--- src/rtl/scan_bridge_pkg.sv ---
// Shared types and constants for the scan bridge: FSM state encoding,
// scan chain length and the default processor-run limit.
package scan_bridge_pkg;

    typedef enum logic [1:0] {
        IDLE  = 2'd0,
        SHIFT = 2'd1,
        HOLD  = 2'd2,
        RUN   = 2'd3
    } state_t;

    localparam int unsigned SHIFT_BITS        = 8;
    localparam int unsigned RUN_LIMIT_DEFAULT = 4096;

endpackage

--- src/rtl/scan_bridge.sv ---
// Byte-wide bridge to a core's serial scan chain, plus run-until-halt control.
// Optional run watchdog: define SCAN_BRIDGE_WATCHDOG_EN.
module scan_bridge
    import scan_bridge_pkg::*;
#(
    parameter int unsigned RUN_LIMIT = RUN_LIMIT_DEFAULT
) (
    input  logic       clk,
    input  logic       rst_n,
    input  logic [7:0] wr_data,
    input  logic       wr_valid,
    output logic       wr_ready,
    output logic [7:0] rd_data,
    output logic       rd_valid,
    input  logic       rd_ready,
    input  logic       run_req,
    output logic       busy,
    output logic       timeout,
    output logic       scan_enable,
    output logic       scan_in,
    output logic       proc_en,
    input  logic       scan_out,
    input  logic       halt
);

    localparam int unsigned CNT_W = $clog2(SHIFT_BITS);

    state_t                state, state_nxt;
    logic [SHIFT_BITS-1:0] shreg;
    logic [CNT_W-1:0]      bit_cnt;
    logic                  wr_xfer;
    logic                  rd_xfer;
    logic                  run_go;
    logic                  run_expire;

    assign wr_xfer = wr_valid && wr_ready;
    assign rd_xfer = rd_valid && rd_ready;
    // A coincident write takes priority; the run request is dropped, not queued.
    assign run_go  = (state == IDLE) && run_req && !wr_xfer;

`ifdef SCAN_BRIDGE_WATCHDOG_EN
    localparam int unsigned RUN_W = $clog2(RUN_LIMIT + 1);

    logic [RUN_W-1:0] run_cnt;
    logic             timeout_q;

    // Halt seen on the same edge as expiry ends the run cleanly, without timeout.
    assign run_expire = (state == RUN) && !halt && (run_cnt == RUN_W'(RUN_LIMIT - 1));

    always_ff @(posedge clk or negedge rst_n) begin
        if (!rst_n) begin
            run_cnt   <= '0;
            timeout_q <= 1'b0;
        end else if (run_go) begin
            run_cnt   <= '0;
            timeout_q <= 1'b0;
        end else if (state == RUN) begin
            run_cnt <= run_cnt + RUN_W'(1);
            if (run_expire) begin
                timeout_q <= 1'b1;
            end
        end
    end

    assign timeout = timeout_q;
`else
    assign run_expire = 1'b0;
    assign timeout    = 1'b0;
`endif

    always_ff @(posedge clk or negedge rst_n) begin
        if (!rst_n) begin
            state <= IDLE;
        end else begin
            state <= state_nxt;
        end
    end

    always_comb begin
        state_nxt = state;
        case (state)
            IDLE: begin
                if (wr_xfer) begin
                    state_nxt = SHIFT;
                end else if (run_go) begin
                    state_nxt = RUN;
                end
            end
            SHIFT: begin
                if (bit_cnt == CNT_W'(SHIFT_BITS - 1)) begin
                    state_nxt = HOLD;
                end
            end
            HOLD: begin
                if (rd_xfer) begin
                    state_nxt = IDLE;
                end
            end
            RUN: begin
                if (halt || run_expire) begin
                    state_nxt = IDLE;
                end
            end
            default: state_nxt = IDLE;
        endcase
    end

    // The shift register doubles as the capture register: after the eighth
    // shift it holds the byte that came out of the chain.
    always_ff @(posedge clk or negedge rst_n) begin
        if (!rst_n) begin
            shreg   <= '0;
            bit_cnt <= '0;
        end else begin
            case (state)
                IDLE: begin
                    if (wr_xfer) begin
                        shreg <= wr_data;
                    end
                end
                SHIFT: begin
                    shreg   <= {shreg[SHIFT_BITS-2:0], scan_out};
                    bit_cnt <= bit_cnt + CNT_W'(1);
                end
                default: ;
            endcase
        end
    end

    assign rd_valid    = (state == HOLD);
    assign rd_data     = rd_valid ? shreg : '0;
    assign wr_ready    = rst_n && (state == IDLE) && !rd_valid;
    assign busy        = (state != IDLE);
    assign scan_enable = (state == SHIFT);
    assign scan_in     = scan_enable && shreg[SHIFT_BITS-1];
    assign proc_en     = (state == RUN);

endmodule

--- config.mk ---
export PLATFORM = sky130hd
export DESIGN_NAME = scan_bridge
export DESIGN_NICKNAME = d
export VERILOG_FILES = /design/src/rtl/scan_bridge_pkg.sv /design/src/rtl/scan_bridge.sv
export SDC_FILE = /design/constraint.sdc
export NUM_CORES = 1
export LEC_CHECK = 0
export CAP_MARGIN = 20
export CORE_ASPECT_RATIO = 1.25
export CORE_MARGIN = 3
export CORE_UTILIZATION = 42
export CTS_CLUSTER_SIZE = 8
export DETAILED_ROUTE_END_ITERATION = 10
export GPL_TIMING_DRIVEN = 0
export PLACE_DENSITY_LB_ADDON = 0.08
export SLEW_MARGIN = 20
export SYNTH_ARGS = -nofsm -noshare
export SYNTH_HDL_FRONTEND = slang
export SYNTH_SLANG_ARGS = --single-unit
--- constraint.sdc ---
create_clock -name clk -period 1.6 [get_ports clk]
set_clock_uncertainty 0.05 [all_clocks]
set_input_delay 0.24 -clock clk [delete_from_list [all_inputs] [get_ports clk]]
set_output_delay 0.24 -clock clk [all_outputs]
set_load 0.02 [all_outputs]
# --- Word-level counts from Yosys, hierarchy flattened ---
# Index checks and enable logic that the tools add are counted.
totals:
  input_bits: 15
  output_inout_bits: 15
  ff_bits: 13
op_classes:
  eq_ne: 9
  addsub: 1
  n_mux: 9
  n_reduce_logical: 14
op_table:
  columns: ["op", "count"]
  rows:
  - ["$mux W8", 2]
  - ["$pmux W8 S2", 1]
  - ["$mux W2", 5]
  - ["$pmux W2 S4", 1]
  - ["$logic_and A1 B1 Y1", 7]
  - ["$ne A2 B1 Y1 const B", 3]
  - ["$eq A2 B2 Y1 const B", 2]
  - ["$reduce_and A4 Y1", 1]
  - ["$reduce_bool A2 Y1", 2]
  - ["$add A3 B1 Y3 const B", 1]
  - ["$eq A3 B3 Y1 const B", 1]
  - ["$ne A3 B3 Y1 const B", 1]
  - ["$eq A2 B1 Y1 const B", 1]
  - ["$logic_not A1 Y1", 2]
  - ["$logic_not A2 Y1", 1]
  - ["$ne A2 B2 Y1 const B", 1]
  - ["$reduce_and A2 Y1", 1]

# --- Longest topological paths before layout ---
depth:
  word_depth: 9
  depth_mapped: 6
  depth_no_buf: 4

# --- Worst setup path before layout ---
# OpenSTA, ideal clock, no wires.
synth_path:
  kind: "register to output"
  from: "register state[1]"
  to: "output rd_data[0]"
  setup_slack_ps: 93
  path_stages_with_launch: 5
  n_path_buf: 2
  t_arrival_ps: 1217
  path_cell_list: "dfrtp_1 buf_2 nor2b_1 clkbuf_1 and2_1"
synth_between:
  elab_chain_cells: 2
synth_rtl:
  columns: ["element", "line_no", "rtl"]
  rows:
  - ["from (decl)", "scan_bridge.sv:28", "state_t state, state_nxt;"]
  - ["from (signal assigned)", "scan_bridge.sv:75", "state <= state_nxt;"]
  - ["$eq A2 B2 Y1", "scan_bridge.sv:130", "assign rd_valid = (state == HOLD);"]
  - ["net rd_valid", "scan_bridge.sv:14", "output logic rd_valid,"]
  - ["$mux W8", "scan_bridge.sv:131", "assign rd_data = rd_valid ? shreg : '0;"]
  - ["to (decl)", "scan_bridge.sv:13", "output logic [7:0] rd_data,"]
# The timed path passes the listed nets, and every way through them passes these cells.

# --- Worst setup path in the final report ---
layout_path:
  from: "register state[1]"
  to: "output scan_in"
layout_between:
  elab_chain_cells: 2
layout_rtl:
  columns: ["element", "line_no", "rtl"]
  rows:
  - ["$eq A2 B1 Y1", "scan_bridge.sv:134", "assign scan_enable = (state == SHIFT);"]
  - ["$logic_and A1 B1 Y1", "scan_bridge.sv:135", "assign scan_in = scan_enable && shreg[SHIFT_BITS-1];"]
  - ["to (decl)", "scan_bridge.sv:20", "output logic scan_in,"]
# Every way passes these cells.

==> out/results.tsv <==
stage	metric	value	unit
worst_hold_path	Hold Path Class	reg2reg	
floorplanning	Top Ports	30	
yosys	cell types occupying the most area after synthesis	dfrtp_1 43%, mux2i_1 15%, and2_1 9.1%	
routing	wire length per cell	12.6	um
pwr	Flop pwr share	0.275	
yosys	cell count after synthesis	77	
yosys	ys async rst share	1.00	
timing	Period minus WS final	1630	ps
routing	DRT iter0 DRCs	7	
pwr	internal power	1.29	mW
pwr	PwrDens	1710	mW/mm2
timing	Fmax	0.615	GHz
setup_path	max incr delay on CP	380	ps
routing	residual DRC count	0	
floorplanning	row cnt	16	
yosys	Yosys warning count	0	
run	Max Cap Viol	0	
clocking	H-tree depth	1	
yosys	EDFF count, synth	0	
timing	Setup WS post-layout	-25.9	ps
yosys	post-synth top area share	0.430	
finish	post-layout util	0.756	
timing	Worst Hold Slack	432	ps
pwr	switching share of power	0.392	
clocking	# clock sinks	13	
timing	relative slew slack	0.602	
setup_path	CP delay by family, top	buffers and inverters	
routing	Routed Wire Length	1.74	mm
pwr	static leakage power	0.591	nW
timing	Worst-Margin Slew	596	ps
pwr	Psw	833	uW
clocking	TritonCTS Buffers	3	
timing	max-slew violation count	0	
global_routing	antenna violations before repair	0	
yosys	Synth top cells by count	15 x nand2_1, 13 x dfrtp_1, 11 x and2_1, 11 x mux2i_1, 7 x o21ai_1	
placed_design	Place WS	-697	ps
routing	vias per inst	4.93	
status	status	finished, violations left	
yosys	#FFs+latches synth	13	
timing	Final setup viols	4	
setup_path	Crit. End Element	primary output	
pwr	Final Power	2.12	mW
global_routing	GRT overflow	0	
yosys	Synth cell types	21	
setup_path	register-to-register setup slack	10	ps
floorplanning	die width	44.0	um
yosys	largest area contributor in the netlist	dfrtp_1	
setup_path	CP bufs+invs	4	
yosys	ys flop type	dfrtp_1	
worst_hold_path	beginning of the worst hold path	bit_cnt[1]	
yosys	synthesized area	757	um2
global_routing	GRT Overall Usage	0.164	
yosys	Synth Area per Inst	9.83	um2
finish	area taken by multi-input logic gates	415	um2
timing	Tcrit/Tclk final	1.02	
floorplanning	core area	0.00164	mm2
placed_design	gpl congestion	0.655	
floorplanning	Die Span Y	53.5	um
routing	Detail Route Antenna Nets	0	
pwr	peak supply drop	1.10	mV
setup_path	CP Data Required Time	1310	ps
placed_design	IO Port Bufs	28	
clocking	CTS clk-pin slew, worst paths	80	ps
setup_path	Most Frequent Cell on Critical Path	buf_6	
status	failing checks	setup timing	
global_routing	number of global-route vias before repair	677	
setup_path	CP max FO	7	
pwr	Gate power share	0.629	
finish	Ant. Diodes	0	
finish	fill cell count	124	
yosys	sequential area share after synthesis	0.430	
finish	Area Overhead vs Synth	64.0	%
placed_design	area post-placement	0.00106	mm2
timing	unrepaired setup endpoints after global routing	true	
finish	Final Cell Area	0.00124	mm2
finish	nets@finish	138	
setup_path	critical path launch point	state[1]	
routing	DR pass1 iterations	2	
yosys	most frequent cell after synthesis	nand2_1	
finish	FF/Latch Area	325	um2
placed_design	DPL Wire Length	1.15	mm
setup_path	CP Launch Type	flop	
placed_design	Cells after DPL	123	
finish	layout cells sized above 1	0.417	
setup_path	worst endpoint data arrival time	1340	ps
finish	final cell count without fillers	138	
timing	setup tns final	-39.8	ps
routing	via count	681	
clocking	clk buf depth	2	
global_routing	largest net degree at the start of global routing	14	
setup_path	WS Path Type	reg2out	
floorplanning	Initial Util	0.461	
timing	Final Hold Vio Count	0	
setup_path	slowest stage cell, crit path	dfrtp_1	
yosys	Syn Nets	94	
global_routing	global-route wire length before repair	2.79	mm
floorplanning	Die ar.	0.00235	mm2
clocking	clock root cell	clkbuf_4	
clocking	TritonCTS clock tree	yes	
setup_path	critical path, cell by cell	buf_6 -> nand2b_4 -> inv_4 -> buf_8 -> and2_4 -> buf_6	
setup_path	reg-to-reg startpoint	state[0]	
clocking	Worst-Skew Late Latency	280	ps
pwr	clock share of power	0.097	
[power groups by stage]
| stage | Sequential [mW] | Clock [mW] | Combinational, mW |
|---|---|---|---|
| 2_1_floorplan | 0.552 | 0 | 0.693 |
| 3_3_place_gp | 0.569 | 0 | 0.992 |
| 3_5_place_dp | 0.576 | 0 | 1.01 |
| 4_1_cts | 0.580 | 0.210 | 1.21 |
| 5_1_grt | 0.598 | 0.229 | 1.45 |
| 6_report | 0.584 | 0.205 | 1.34 |
[final cells by class]
class	instances	area share
well taps	18	0.0181
clock buffers	4	0.0212
plain buffers	7	0.0635
flip-flops and latches	13	0.262
repair buffers	39	0.292
inverters	2	0.00806
multi-input cells	55	0.335
[kinds of logic (layout without fill, tap and decap cells)]
| family | count (synthesis) | after routing | synth area share |
|---|---|---|---|
| and+or+nand+nor | 30 | 30 | 0.220 |
| DFF | 13 | 13 | 0.430 |
| muxes | 11 | 11 | 0.145 |
| AOI/OAI and AO/OA | 10 | 10 | 0.0810 |
| buffers and inverters | 9 | 52 | 0.0744 |
| adders and majority gates | 2 | 2 | 0.0331 |
| other | 1 | 1 | 0.00495 |
| xor gates and xnor gates | 1 | 1 | 0.0116 |
[layout by cell type, fill, tap and decap left out]
cell type / n
nor4bb_4: 1
o21ai_2: 1
clkbuf_2: 1
clkdlybuf4s15_2: 1
and2_4: 9
nand2b_4: 1
inv_4: 1
a221o_1: 1
clkdlybuf4s50_1: 13
buf_8: 2
nand2_1: 15
dlygate4sd3_1: 1
clkbuf_4: 3
mux2i_1: 11
and2_1: 2
clkbuf_1: 1
dfrtp_1: 13
buf_4: 11
o21ai_1: 7
buf_2: 3
o31ai_1: 1
buf_6: 14
xnor2_1: 1
ha_1: 2
nor2_2: 1
inv_1: 1
nor2b_4: 1
conb_1: 1
[path summary, 6_finish.rpt]
check	to	depth (start not counted)
setup / recovery	scan_in	6
hold / removal	bit_cnt[1]	2
setup reg to reg	shreg[7]	6
hold reg to reg	bit_cnt[1]	2
max in group asynchronous	shreg[4]	2
min in group asynchronous	state[0]	2
[worst reg2reg max path, stage by stage, from the launching register on]
cell and delay [ps]:
dfrtp_1 380, buf_6 140, buf_6 110, nor4bb_4 290
buf_6 200, mux2i_1 230, o21ai_2 70
[metal layers]
layer / wire (um) / part of all wire / global-route usage
met1: 743 / 0.43 / 0.184
met2: 858 / 0.49 / 0.286
met3: 118 / 0.068 / 0.0374
met4: 23 / 0.013 / 0.0754
met5: 0 / 0 / 0
[registers in the layout (all words and copies together), names as in the netlist]
| name | cells |
|---|---|
| state | 2 |
| shreg | 8 |
| bit_cnt | 3 |
[repair_timing]
action | CTS | global route
gates cloned | 1 | 0
setup endpoints to repair | 24 | 21
hold buffers | 1 | 0
pin swaps | 7 | 0
setup buffers | 5 | 4
hold endpoints to repair | 13 | 0
resized for setup | 93 | 12
No activity file was read; power rests on OpenSTA's default activity.
==> variant 1 (config.mk and constraints unchanged) <==
The 4 states of `state_t` get a one-hot encoding in 4 bits.
--- a/src/rtl/scan_bridge_pkg.sv
+++ b/src/rtl/scan_bridge_pkg.sv
@@ -3,9 +3,9 @@
 package scan_bridge_pkg;
 
-    typedef enum logic [1:0] {
-        IDLE  = 2'd0,
-        SHIFT = 2'd1,
-        HOLD  = 2'd2,
-        RUN   = 2'd3
+    typedef enum logic [3:0] {
+        IDLE  = 4'b0001,
+        SHIFT = 4'b0010,
+        HOLD  = 4'b0100,
+        RUN   = 4'b1000
     } state_t;
 
Behaviour: same outputs for any inputs over 10 cycles, from zero or initial values and one cycle with rst_n low; not proved beyond that.
==> variant 1 against the unedited design <==
The flow still finishes with violations (setup timing). Clock power grew 11%. Synthesized area grew 15%. First-iteration DRC count grew 14%. Wire length grew 46%. Worst setup slack lost 0.31 ns. Non-clock buffer count grew 4. Cell area grew 19%. Sequential cell count grew 2. Cell count grew 12%. Total power grew 6.1%. Synthesized cell count grew 12%. Critical path type is now reg2reg. Highest routed layer unchanged.
==> variant 1: results (changes against the unedited design) <==
- Status: finished with violations (unchanged)
- Router iterations before antenna repair: 4 (was 2)
- Routed vias: 826 (was 681)
- Worst-Skew Late Latency: 0.29 ns
- Syn_nets: 103 (was 94)
- Post-DP HPWL: 1360 um (was 1150 um)
- Setup violations, final: 25 (was 4)
- Root buffer cell: clkbuf_4 (unchanged)
- Filler cells: 125 (was 124)
- Vias in the first global route: 783 (was 677)
- Crit path DAT: 2.06 ns (was 1.34 ns)
- Total negative slack: -6.07 ns (was -0.0398 ns)
- Max VDD drop: 0.822 mV (was 1.10 mV)
- Top post-synthesis cells by area: dfrtp_1 (40%), mux2i_1 (9.2%), nand2_1 (8.2%) (was dfrtp_1 (43%), mux2i_1 (15%), and2_1 (9.1%))
- Number of CTS-inserted buffers: 3 (unchanged)
- Reg clk slew, reported paths: 0.11 ns (was 0.08 ns)
- Layout cells sized above 1: 0.544 (was 0.417)
- Largest net degree at the start of global routing: 18 (was 14)
- Post-synth ARST share: 1.00 (unchanged)
- DR WL/cell: 16.4 um (was 12.6 um)
- RePlAce Congestion: 0.716 (was 0.655)
- Post-synth EDFFs: 0 (unchanged)
- H-tree depth: 1 (unchanged)
- Post-synthesis sequential area ratio: 0.434 (was 0.430)
- Initial antenna violation count: 0 (unchanged)
- Biggest regs: shreg x8, state x4, bit_cnt x3 (was shreg x8, bit_cnt x3, state x2)
- GRT Total Usage: 0.178 (was 0.164)
- R2r startpoint: state[0] (unchanged)
- Slew Limit Headroom: 0.528 (was 0.602)
- Critical Path Fanout Max: 5 (was 7)
- Initial DRC Count: 8 (was 7)
- First-pass GRT wire length: 3500 um (was 2790 um)
- Most frequent cells after synthesis: nand2_1 (19), dfrtp_1 (14), and2_1 (9) (was nand2_1 (15), dfrtp_1 (13), and2_1 (11), mux2i_1 (11), o21ai_1 (7))
- Hold Startpoint: rst_n (was bit_cnt[1])
- Maximum root-to-sink buffer count: 2 (unchanged)
- Synth cell types: 27 (was 21)
- Top_reg_cell synth: dfrtp_1 (unchanged)
- Post-route setup slack: -0.335 ns (was -0.0259 ns)
- Leak pwr: 0.000688 uW (was 0.000591 uW)
- Slew Viols, Final: 0 (unchanged)
- Hold Path Class: in2reg (was reg2reg)
- Failing checks: setup timing (unchanged)
- Internal power: 1380 uW (was 1290 uW)
- Final #Nets: 154 (was 138)
- Buffers on Ports: 28 (unchanged)
[variant 1: final cells by class]
type,count,share of cell area
inverter,2,0.00680
multi-input combinational,65,0.363
clock inverter,1,0.00340
tap,19,0.0162
sequential,15,0.258
buffer,3,0.0162
clock buffer,3,0.0153
timing repair buffer,47,0.321
[variant 1: through the flow]
stage | setup WS, ns | cells | total power, uW | instance area (sq um)
after floorplan | -0.199 | 86 | 1300 | 876
after global placement | -0.756 | 133 | 1530 | 1180
after detailed placement | -0.809 | 133 | 1570 | 1180
after CTS | -0.353 | 146 | 1980 | 1330
after global routing | -0.391 | 155 | 2380 | 1470
final | -0.335 | 155 | 2250 | 1470
[variant 1: power by group through the flow]
stage	sequential (uW)	clock (uW)	combinational, uW
6_report	747	228	1280
3_3_place_gp	724	0	807
3_5_place_dp	735	0	836
5_1_grt	774	246	1360
2_1_floorplan	689	0	613
4_1_cts	729	228	1020
[variant 1: metal layers]
| metal | GRT usage | vias up | share of wire |
|---|---|---|---|
| li1 | - | 394 | - |
| met1 | 0.229 | 396 | 0.38 |
| met2 | 0.293 | 29 | 0.54 |
| met3 | 0.0288 | 7 | 0.049 |
| met4 | 0.0593 | 0 | 0.028 |
| met5 | 0 | - | 0 |
[variant 1: critical path, cell delays in order (launching register included)]
cell     delay [ns]
dfstp_2        0.58
or4b_4         0.53
buf_12         0.16
nor2_8         0.17
mux2i_1        0.26
o21ai_2        0.07
[variant 1: path summary, 6_finish.rpt]
kind,depth (start not counted),to,slack (ns)
setup / recovery,5,shreg[4],-0.34
hold / removal,3,state[1],0.38
setup reg to reg,5,shreg[4],-0.34
hold reg to reg,1,bit_cnt[0],0.44
max in group asynchronous,2,state[3],0.48
min in group asynchronous,2,state[0],0.43
[variant 1: cell families (layout without fill, tap and decap cells)]
logic type | count (synthesis) | count (layout) | share of synthesized area
flops | 15 | 15 | 0.434
other cells | 1 | 1 | 0.00432
fa+ha+maj | 2 | 2 | 0.0289
xor+xnor | 1 | 1 | 0.0101
simple gates | 40 | 41 | 0.271
buf+inv | 7 | 56 | 0.0476
compound gates | 12 | 12 | 0.111
mux | 8 | 8 | 0.0924
[variant 1: repair_timing]
item                                    in CTS  in global routing
cloned                                       0                  3
setup buffers                               10                  6
pin swaps                                    4                  9
hold endpoints to repair                     0                 14
hold buffers                                 0                  2
endpoints found under the setup margin      28                 26
resized for setup                          102                 22
==> variant 2 (same flow settings) <==
Made on the original files. Build with the macro `SCAN_BRIDGE_WATCHDOG_EN` defined.
--- a/src/rtl/scan_bridge.sv
+++ b/src/rtl/scan_bridge.sv
@@ -1,4 +1,6 @@
 // Byte-wide bridge to a core's serial scan chain, plus run-until-halt control.
 // Optional run watchdog: define SCAN_BRIDGE_WATCHDOG_EN.
+`define SCAN_BRIDGE_WATCHDOG_EN
+
 module scan_bridge
     import scan_bridge_pkg::*;
Function: no difference found for any inputs over 10 cycles, from zero or initial values and one cycle with rst_n low; that may be too few to reach the edited logic, so the function may still have changed.
==> variant 2 against the unedited design <==
The flow still finishes with violations (setup timing). Die area grew 83%. Synthesized area grew 97%. First-iteration DRC count grew to 3.3 times the old value. Cell area grew 72%. Core utilization shrank 11 points. Sequential cell count grew 14. Worst setup slack lost 0.013 ns. Wire length grew 110%. Total power grew 35%. Via count grew 92%. Global-route usage grew 1.2 points. Count of clock-buffer cells in the layout is the same. Critical path type unchanged. Largest cell class is now multi-input combinational cells. Highest routed layer unchanged.
==> variant 2: results (changes against the unedited design) <==
- Router iterations before antenna repair: 4 (was 2)
- DR vias/cell: 5.59 (was 4.93)
- Hold Path Class: in2reg (was reg2reg)
- Post-CTS Repair Setup Buffers: 7 (was 5)
- RePlAce Congestion: 0.772 (was 0.655)
- Largest net degree at the start of global routing: 32 (was 14)
- Layout cells sized above 1: 0.376 (was 0.417)
- Worst-Margin Slew: 0.303 ns (was 0.596 ns)
- Status: finished with violations (unchanged)
- Synth top area share: 0.453 (was 0.430)
- Placed cell area: 1830 sq um (was 1060 sq um)
- Syn Area/Cell: 9.89 sq um (was 9.83 sq um)
- Top post-synthesis cells by area: dfrtp_1 (45%), mux2i_1 (6.7%), nand2_1 (5.0%) (was dfrtp_1 (43%), mux2i_1 (15%), and2_1 (9.1%))
- Post-CTS sizing: 97 (was 93)
- Most frequent cells after synthesis: dfrtp_1 (27), nand2_1 (20), o21ai_0 (15) (was nand2_1 (15), dfrtp_1 (13), and2_1 (11), mux2i_1 (11), o21ai_1 (7))
- First-pass GRT wire length: 5920 um (was 2790 um)
- Post-Place Setup Slack: -0.443 ns (was -0.697 ns)
- Critical Path Fanout Max: 5 (was 7)
- Initial antenna violation count: 0 (unchanged)
- Synth cell types: 39 (was 21)
- Crit path DAT: 1.35 ns
- Clock group: 379 uW (was 205 uW)
- Finished Layout Cells: 234 (was 138)
- Worst setup EP type: primary output (unchanged)
- Share of power burned in registers: 0.366 (was 0.275)
- Wirelength, routed: 3610 um (was 1740 um)
- Met3 usage: 0.0248 (was 0.0374)
- Sequential Power: 1050 uW (was 584 uW)
- Post-route setup slack: -0.0394 ns (was -0.0259 ns)
- Number of CTS-inserted buffers: 3 (unchanged)
- Post-DP HPWL: 2400 um (was 1150 um)
- Met2 Resource Use GR: 0.318 (was 0.286)
- Leak pwr: 0.000892 uW (was 0.000591 uW)
- Failing checks: setup timing (unchanged)
- Setup violations, final: 10 (was 4)
- CP Capture Point: rd_data[7] (was scan_in)
- Met1 Track Usage GR: 0.214 (was 0.184)
- GRT Total Usage: 0.176 (was 0.164)
- Reg clk slew, reported paths: roughly 0.09 ns
- Vias in the first global route: 1305 (was 677)
- Biggest regs: run_cnt x13, shreg x8, bit_cnt x3 (was shreg x8, bit_cnt x3, state x2)
- Total negative slack: -0.317 ns (was -0.0398 ns)
- Buffers on Ports: 29 (was 28)
- Post-synthesis sequential area ratio: 0.453 (was 0.430)
- Syn_nets: 169 (was 94)
- Max VDD drop: 0.900 mV (was 1.10 mV)
- R2R Path End: run_cnt[7] (was shreg[7])
- Initial DRC Count: 23 (was 7)
- Final #Nets: 216 (was 138)
- Root buffer cell: clkbuf_8 (was clkbuf_4)
- Switching share of power: 0.378 (was 0.392)
==> variant 2: cell types whose count changed after synthesis, sizes merged, moves of 2 or more <==
cell,before,now
nor2,1,4
nand2,15,21
a21oi,0,8
dfrtp,13,27
nand3,0,3
or4,0,5
o211ai,0,2
o21ai,8,15
or3,0,3
o31ai,1,5
inv,2,6
nor4,0,4
nand4,0,5
==> variant 2: logic make-up (layout without fill, tap and decap cells) <==
| family | Yosys count | count (layout) | share of synthesized area |
|---|---|---|---|
| xor+xnor | 2 | 2 | 0.0117 |
| mux | 10 | 10 | 0.0671 |
| fa+ha+maj | 3 | 3 | 0.0251 |
| compound gates | 36 | 36 | 0.148 |
| buf+inv | 13 | 58 | 0.0478 |
| flops | 27 | 27 | 0.453 |
| simple gates | 60 | 61 | 0.248 |
==> variant 2: worst min path at each step <==
stage,start,endpoint,slack (ns),depth (start not counted)
after global placement,bit_cnt[1],bit_cnt[1],0.41,2
after floorplan,rst_n,bit_cnt[0],-0.11,0
after detailed placement,rst_n,bit_cnt[0],0.26,1
after global routing,rst_n,state[1],0.38,4
final,rst_n,state[1],0.36,4
after CTS,rst_n,bit_cnt[0],-0.04,1
==> variant 2: layer usage <==
layer	wire length [um]	vias up	share of wire
met3	140	2	0.039
met1	1470	645	0.41
met5	0	-	0
li1	-	639	-
met4	17	0	0.0047
met2	1990	21	0.55
==> variant 2: area by class of cell <==
class,count,area [sq um]
Fill cell,278,1170
Multi-Input combinational cell,112,866
Sequential cell,27,678
Timing Repair Buffer,42,418
Buffer,6,57.6
Tap cell,37,46.3
Clock buffer,4,45.0
Inverter,6,25.0
==> variant 2: critical path, cell delays in order, from the launching register on <==
cell	delay [ns]
dfrtp_1	0.41
buf_6	0.14
and2b_4	0.28
and2_4	0.15
buf_6	0.11
